===== config.mk =====
export PLATFORM = sky130hd
export DESIGN_NAME = ysyx_24090018_ifu
export DESIGN_NICKNAME = d
export VERILOG_FILES = /design/src/rtl/ysyx_24090018_ifu.sv
export SDC_FILE = /design/constraint.sdc
export NUM_CORES = 1
export LEC_CHECK = 0
export CAP_MARGIN = 30
export CORE_UTILIZATION = 40
export DETAILED_ROUTE_END_ITERATION = 10
export PLACE_DENSITY = 0.9
export SLEW_MARGIN = 20
export SYNTH_ARGS = -nofsm -noshare
export SYNTH_HDL_FRONTEND = slang
export SYNTH_SLANG_ARGS = --single-unit

===== constraint.sdc =====
create_clock -name clk -period 6.6 [get_ports clk]
set_clock_uncertainty 0.15 [all_clocks]
set_input_delay 1.98 -clock clk [delete_from_list [all_inputs] [get_ports clk]]
set_output_delay 1.98 -clock clk [all_outputs]
set_load 0.05 [all_outputs]

===== src/rtl/ysyx_24090018_ifu.sv =====
// Instruction fetch unit: one fetch in flight, flush-safe, {pc, inst, fault} to decode.
// Optional counters enabled by defining YSYX_24090018_IFU_PERF_EN.
module ysyx_24090018_ifu #(
  parameter int ADDR_WIDTH = 32,
  parameter int DATA_WIDTH = 32
) (
  input  logic                  clk,
  input  logic                  rst,
  input  logic [ADDR_WIDTH-1:0] pc_i,
  input  logic                  pc_valid_i,
  output logic                  pc_ready_o,
  input  logic                  flush_i,
  output logic                  imem_req_valid_o,
  input  logic                  imem_req_ready_i,
  output logic [ADDR_WIDTH-1:0] imem_addr_o,
  input  logic                  imem_rsp_valid_i,
  input  logic [DATA_WIDTH-1:0] imem_rsp_data_i,
  input  logic                  imem_rsp_err_i,
  output logic                  inst_valid_o,
  input  logic                  inst_ready_i,
  output logic [DATA_WIDTH-1:0] inst_o,
  output logic [ADDR_WIDTH-1:0] inst_pc_o,
  output logic                  inst_fault_o
`ifdef YSYX_24090018_IFU_PERF_EN
  ,
  output logic [31:0]           perf_fetch_cnt_o,
  output logic [31:0]           perf_stall_cnt_o
`endif
);

  typedef enum logic [1:0] {S_IDLE, S_REQ, S_WAIT, S_HOLD} state_e;

  state_e                state_q, state_d;
  logic                  drop_q, drop_d;
  logic [ADDR_WIDTH-1:0] addr_q, addr_d;
  logic [DATA_WIDTH-1:0] inst_q, inst_d;
  logic                  fault_q, fault_d;

  assign pc_ready_o       = (state_q == S_IDLE) && !flush_i;
  assign imem_req_valid_o = (state_q == S_REQ);
  assign inst_valid_o     = (state_q == S_HOLD);
  assign imem_addr_o      = addr_q;
  assign inst_pc_o        = addr_q;
  assign inst_o           = inst_q;
  assign inst_fault_o     = fault_q;

  always_comb begin
    state_d = state_q;
    drop_d  = drop_q;
    addr_d  = addr_q;
    inst_d  = inst_q;
    fault_d = fault_q;
    case (state_q)
      S_IDLE: begin
        if (pc_valid_i && pc_ready_o) begin
          addr_d = pc_i;
          if (pc_i[1:0] == 2'b00) begin
            state_d = S_REQ;
          end else begin
            // Misaligned: report the fault directly without touching memory
            state_d = S_HOLD;
            inst_d  = '0;
            fault_d = 1'b1;
          end
        end
      end
      S_REQ: begin
        if (imem_req_ready_i) begin
          state_d = S_WAIT;
          drop_d  = flush_i;
        end else if (flush_i) begin
          state_d = S_IDLE;
        end
      end
      S_WAIT: begin
        if (imem_rsp_valid_i) begin
          if (drop_q || flush_i) begin
            state_d = S_IDLE;
            drop_d  = 1'b0;
          end else begin
            state_d = S_HOLD;
            inst_d  = imem_rsp_data_i;
            fault_d = imem_rsp_err_i;
          end
        end else if (flush_i) begin
          // The granted read must still drain; remember to discard it
          drop_d = 1'b1;
        end
      end
      S_HOLD: begin
        if (flush_i || inst_ready_i) state_d = S_IDLE;
      end
      default: state_d = S_IDLE;
    endcase
  end

  always_ff @(posedge clk or posedge rst) begin
    if (rst) begin
      state_q <= S_IDLE;
      drop_q  <= 1'b0;
      addr_q  <= '0;
      inst_q  <= '0;
      fault_q <= 1'b0;
    end else begin
      state_q <= state_d;
      drop_q  <= drop_d;
      addr_q  <= addr_d;
      inst_q  <= inst_d;
      fault_q <= fault_d;
    end
  end

`ifdef YSYX_24090018_IFU_PERF_EN
  logic [31:0] fetch_cnt_q, fetch_cnt_d;
  logic [31:0] stall_cnt_q, stall_cnt_d;

  always_comb begin
    fetch_cnt_d = fetch_cnt_q;
    stall_cnt_d = stall_cnt_q;
    if (inst_valid_o && inst_ready_i && !flush_i) fetch_cnt_d = fetch_cnt_q + 32'd1;
    if (state_q == S_REQ || state_q == S_WAIT)    stall_cnt_d = stall_cnt_q + 32'd1;
  end

  always_ff @(posedge clk or posedge rst) begin
    if (rst) begin
      fetch_cnt_q <= '0;
      stall_cnt_q <= '0;
    end else begin
      fetch_cnt_q <= fetch_cnt_d;
      stall_cnt_q <= stall_cnt_d;
    end
  end

  assign perf_fetch_cnt_o = fetch_cnt_q;
  assign perf_stall_cnt_o = stall_cnt_q;
`endif

endmodule


==> results of run 1 <==
## layer usage
metal / vias up / track usage [%] / part of all wire, %
li1: 1120 / - / -
met1: 1148 / 21.5 / 40
met2: 99 / 34.3 / 53
met3: 8 / 3.79 / 5.5
met4: 0 / 7.26 / 1.1
met5: - / 0 / 0
## flip-flops by register name, indices dropped and copies added, names as in the netlist
name and cells:
drop_q 1, state_q 2, imem_addr_o 32, inst_fault_o 1, inst_o 32
## critical path, cell delays in order
cell and delay (ps):
clkdlybuf4s50_1 560, nor3_1 210, clkdlybuf4s50_1 830
## per-stage QoR
step | cell area, um^2 | setup WS [ps] | cells | util [%]
finish | 4880 | 891 | 514 | 65.8
global route | 4880 | 812 | 514 | 65.8
CTS | 4860 | 910 | 513 | 65.6
global placement | 4690 | 953 | 498 | 63.3
detailed placement | 4690 | 912 | 498 | 63.3
floorplan | 3150 | 1450 | 270 | -
## logic make-up (layout without fill, tap and decap cells)
| family | count (synthesis) | count (layout) | share of synthesized area, % |
|---|---|---|---|
| buffers and inverters | 79 | 224 | 14.2 |
| flip-flops | 68 | 68 | 54.1 |
| multiplexers | 64 | 64 | 21.6 |
| AND/OR/NAND/NOR | 48 | 48 | 7.52 |
| AO/OA/AOI/OAI | 11 | 11 | 2.55 |
## worst min path at each step
stage	endpoint	slack (ps)	from
after floorplan	drop_q	430	drop_q
after global placement	inst_fault_o	320	inst_fault_o
after detailed placement	inst_fault_o	340	inst_fault_o
after CTS	inst_fault_o	360	inst_fault_o
after global routing	inst_fault_o	380	inst_fault_o
final	inst_fault_o	350	inst_fault_o
## cell usage in the layout (no fill, tap or decap), drive strengths merged, types with 3 or more instances in the layout
master	Yosys	routed
clkdlybuf4s50	0	171
dfrtp	68	68
nand2	34	34
inv	34	34
mux2	32	32
mux2i	32	32
clkbuf	6	13
buf	39	4
nor2b	3	3
## final cells by class
class	count	share of cell area [%]
clock buffer	13	3.26
clock inverter	2	0.205
inverter	34	2.62
multi-input combinational	123	20.5
sequential	68	34.9
tap	99	2.54
timing repair buffer	175	36.0
==> flow_summary_export.csv, run 1 <==
group,metric,value,unit
run_status,status,"finished, final reports clean",
floorplanning,die_h,90.7,um
sta,hold_slack,347,ps
sta,finalCriticalPeriod,5710,ps
floorplanning,dieArea,8220,um^2
route,drtAntennaViolNets,0,
clocking,clk_pin_slew,70,ps
floorplanning,initial_core_util,42.5,%
sta,worst_slew_pin_slew,742,ps
yosys,ys_ff_latch,68,
clocking,cts_resized,0,
worst_setup_path,crit_type,"input port to primary output",
placement,dpl.hpwl,5570,um
final_layout,antenna_cells,0,
global_routing,grt_start_max_net_pins,59,
sta,rsz0062_at_grt,"no",
yosys,syn_nets,342,
route,drtIter0Drc,44,
worst_setup_path,reg2reg_slack,4340,ps
sta,drv_slew,0,
route,vias_per_cell,4.62,
worst_setup_path,crit_required,4470,ps
global_routing,overflow,0,
hold_path,min_path_type,"flop to flop",
sta,tns,0,ps
final_layout,num-fill-cells,589,
hold_path,worstHoldPathCells,1,
route,drt_first_pass_iters,4,
final_layout,multi_input_area,1000,um^2
final_layout,nets,483,
final_layout,drive_gt1_share,13.0,%
clocking,cts_inserted_buffers,9,
final_layout,seqCellArea,1700,um^2
clocking,cts_root_buffer,"clkbuf_8",
route,vias,2375,
clocking,cts_tree,"built",
floorplanning,die_width,90.7,um
yosys,synth.top_cell.area_share,54.1,%
floorplanning,io_pins,172,
yosys,async_flop_share,100,%
yosys,synth_flop_cell,"dfrtp_1",
floorplanning,core-area,7410,um^2
sta,fmax,0.175,GHz
worst_setup_path,timing.rr.end,"inst_o[2]",
yosys,yosysMostFrequentCell,"dfrtp_1",
yosys,synth_commonest_cells,"68 x dfrtp_1, 34 x inv_1, 34 x nand2_1, 33 x buf_4",
yosys,yosys.cell_types.count,27,
worst_setup_path,reg2regPathDepth,5,
clocking,cts_max_path_buffers,2,
route,drc,0,
floorplanning,rows,31,
worst_setup_path,critPathMaxFanout,7,
clocking,clkSinkCount,68,
yosys,netlist_area,3150,um^2
global_routing,grt_pass1_vias,2408,
sta,setup_viol,0,
worst_setup_path,cp-endpoint,"pc_ready_o",
clocking,hold_buffers,0,
global_routing,track_usage,18.9,%
yosys,seq_area_frac_synth,54.1,%
global_routing,antenna_found_initial,0,
run,drv_cap,0,
sta,finalHoldViolCount,0,
route,wl_per_cell,14.7,um
placement,port_buffers,171,
worst_setup_path,end_kind,"primary output",
yosys,synthTopCellsByArea,"dfrtp_1 54%, mux2_2 11%, mux2i_1 10%",
final_layout,synthToLayoutAreaGrowth,55.1,%
worst_setup_path,crit_start,"flush_i",
sta,slew_headroom,50.5,%
global_routing,grt_pass1_wl,12100,um
clocking,post_cts_buffers,0,
yosys,synth_edf_count,0,
sta,min_period_over_period,86.5,%
yosys,synth.avg_cell_area,11.7,um^2
yosys,synth-warning-count,0,
worst_setup_path,cp.arrival,3580,ps
route,drt_wl_total,7560,um
worst_setup_path,r2r_start,"state_q[1]",
worst_setup_path,critPathLaunchType,"input port",
yosys,yosys.area.top_type,"dfrtp_1",
placement,gp_congestion,0.742,
clocking,htree_levels,3,
yosys,synth_cells,270,
clocking,clkLatencyLatePin,320,ps
Power of run 1 is left out: the tool's default activity adds up to more than one toggle a clock period on the data nets, which glitch-free logic cannot reach.
==> run 2, diff against run 1 <==
- CTS_CLUSTER_DIAMETER: default -> 150
==> results of run 2 <==
Same layout as run 1: the final DEF is identical, and so are final timing and power.
Power of run 2 is left out for the same reason.
==> run 3, diff against run 2 <==
- CORE_MARGIN: default -> 8
==> run 3 against run 2 <==
Sequential share of layout area is 0.32 points lower; clock-buffer cell count is 2 lower; largest cell class unchanged; worst hold slack better by 4.7 ps; design area is 0.92% higher; first-iteration DRC count is 39% lower; highest routed layer unchanged; worst setup slack hardly changed; critical path depth stayed put; cell count is 0.78% higher; critical path type unchanged; sequential cell count stayed put; via count is 1.2% lower; core utilization is 1.8 points lower.
==> flow_summary_export.csv, run 3 (synthesized netlist as in run 1, its figures left out) <==
group,metric,value,unit
clocking,cts_tree,"built",
worst_setup_path,timing.rr.end,"inst_o[9]",
worst_setup_path,cp.arrival,3580,ps
worst_setup_path,r2r_start,"state_q[0]",
run,drv_cap,0,
sta,finalCriticalPeriod,5710,ps
sta,min_period_over_period,86.5,%
worst_setup_path,reg2reg_slack,4520,ps
worst_setup_path,crit_required,4470,ps
floorplanning,io_pins,172,
route,drtAntennaViolNets,0,
route,drt_wl_total,8410,um
final_layout,final_cell_mix,"171 x clkdlybuf4s50_1, 68 x dfrtp_1, 34 x nand2_1",
clocking,cts_root_buffer,"clkbuf_8",
final_layout,num-fill-cells,603,
worst_setup_path,crit_type,"input port to primary output",
worst_setup_path,critPathLaunchType,"input port",
sta,finalHoldViolCount,0,
global_routing,grt_pass1_vias,2597,
final_layout,final_common_cell,"clkdlybuf4s50_1",
floorplanning,rows,32,
clocking,clk_pin_slew,70,ps
final_layout,antenna_cells,0,
floorplanning,die_h,105,um
hold_path,worstHoldPathCells,1,
final_layout,multi_input_area,1000,um^2
global_routing,grt_pass1_wl,13700,um
clocking,cts_resized,0,
final_layout,synthToLayoutAreaGrowth,56.5,%
global_routing,antenna_found_initial,0,
floorplanning,die_width,105,um
route,drt_first_pass_iters,6,
sta,worst_slew_pin_slew,851,ps
sta,setup_viol,0,
route,vias,2346,
global_routing,grt_start_max_net_pins,69,
clocking,htree_levels,3,
sta,rsz0062_at_grt,"no",
route,drtIter0Drc,27,
route,vias_per_cell,4.53,
hold_path,min_to,"inst_fault_o",
floorplanning,core-area,7690,um^2
final_layout,nets,483,
floorplanning,dieArea,11000,um^2
worst_setup_path,critPathMaxFanout,7,
sta,drv_slew,0,
global_routing,track_usage,15.3,%
clocking,post_cts_buffers,0,
sta,tns,0,ps
placement,port_buffers,171,
floorplanning,initial_core_util,40.9,%
clocking,clkLatencyLatePin,330,ps
clocking,cts_inserted_buffers,9,
route,wl_per_cell,16.2,um
global_routing,overflow,0,
run_status,status,"finished, final reports clean",
clocking,cts_max_path_buffers,2,
clocking,clkSinkCount,68,
clocking,hold_buffers,0,
route,drc,0,
worst_setup_path,crit_start,"flush_i",
final_layout,drive_gt1_share,13.7,%
worst_setup_path,end_kind,"primary output",
final_layout,seqCellArea,1700,um^2
placement,gp_congestion,0.727,
worst_setup_path,reg2regPathDepth,4,
hold_path,min_path_type,"flop to flop",
sta,slew_headroom,43.3,%
hold_path,min-delay-start,"inst_fault_o",
sta,fmax,0.175,GHz
placement,dpl.hpwl,6560,um
## run 3: layout make-up
cell class              count  share of cell area (%)
repair buffers            175                    35.6
inverters                  34                    2.59
well taps                 102                    2.59
clock buffers              11                    3.08
flip-flops and latches     68                    34.6
clock inverters             5                    1.19
multi-input cells         123                    20.3
## run 3: layer usage
metal | vias up | track usage (%) | share of wire (%)
met5 | - | 0 | 0
met4 | 0 | 3.67 | 0.19
met3 | 2 | 6.20 | 7.8
met2 | 96 | 27.1 | 53
met1 | 1132 | 16.6 | 39
li1 | 1116 | - | -
## run 3: stage by stage
stage	utilization, %	std cells	hold WS, ps	cell area (um^2)	setup slack, ps
floorplan	-	270	429	3150	1450
global route	64.0	518	383	4920	749
finish	64.0	518	351	4920	891
detailed placement	61.3	502	339	4710	894
CTS	64.0	518	357	4920	884
global placement	61.0	501	325	4690	898
## run 3: critical path, stage by stage
cell	delay, ps
clkdlybuf4s50_1	560
nor3_1	200
clkdlybuf4s50_1	830
## run 3: worst max path at each step
stage	end	slack, ps	depth (start not counted)
6_report	pc_ready_o	890	3
5_1_grt	pc_ready_o	750	3
4_1_cts	pc_ready_o	880	3
3_5_place_dp	pc_ready_o	890	3
3_3_place_gp	pc_ready_o	900	3
2_1_floorplan	pc_ready_o	1450	1
Power of run 3 is left out for the same reason.
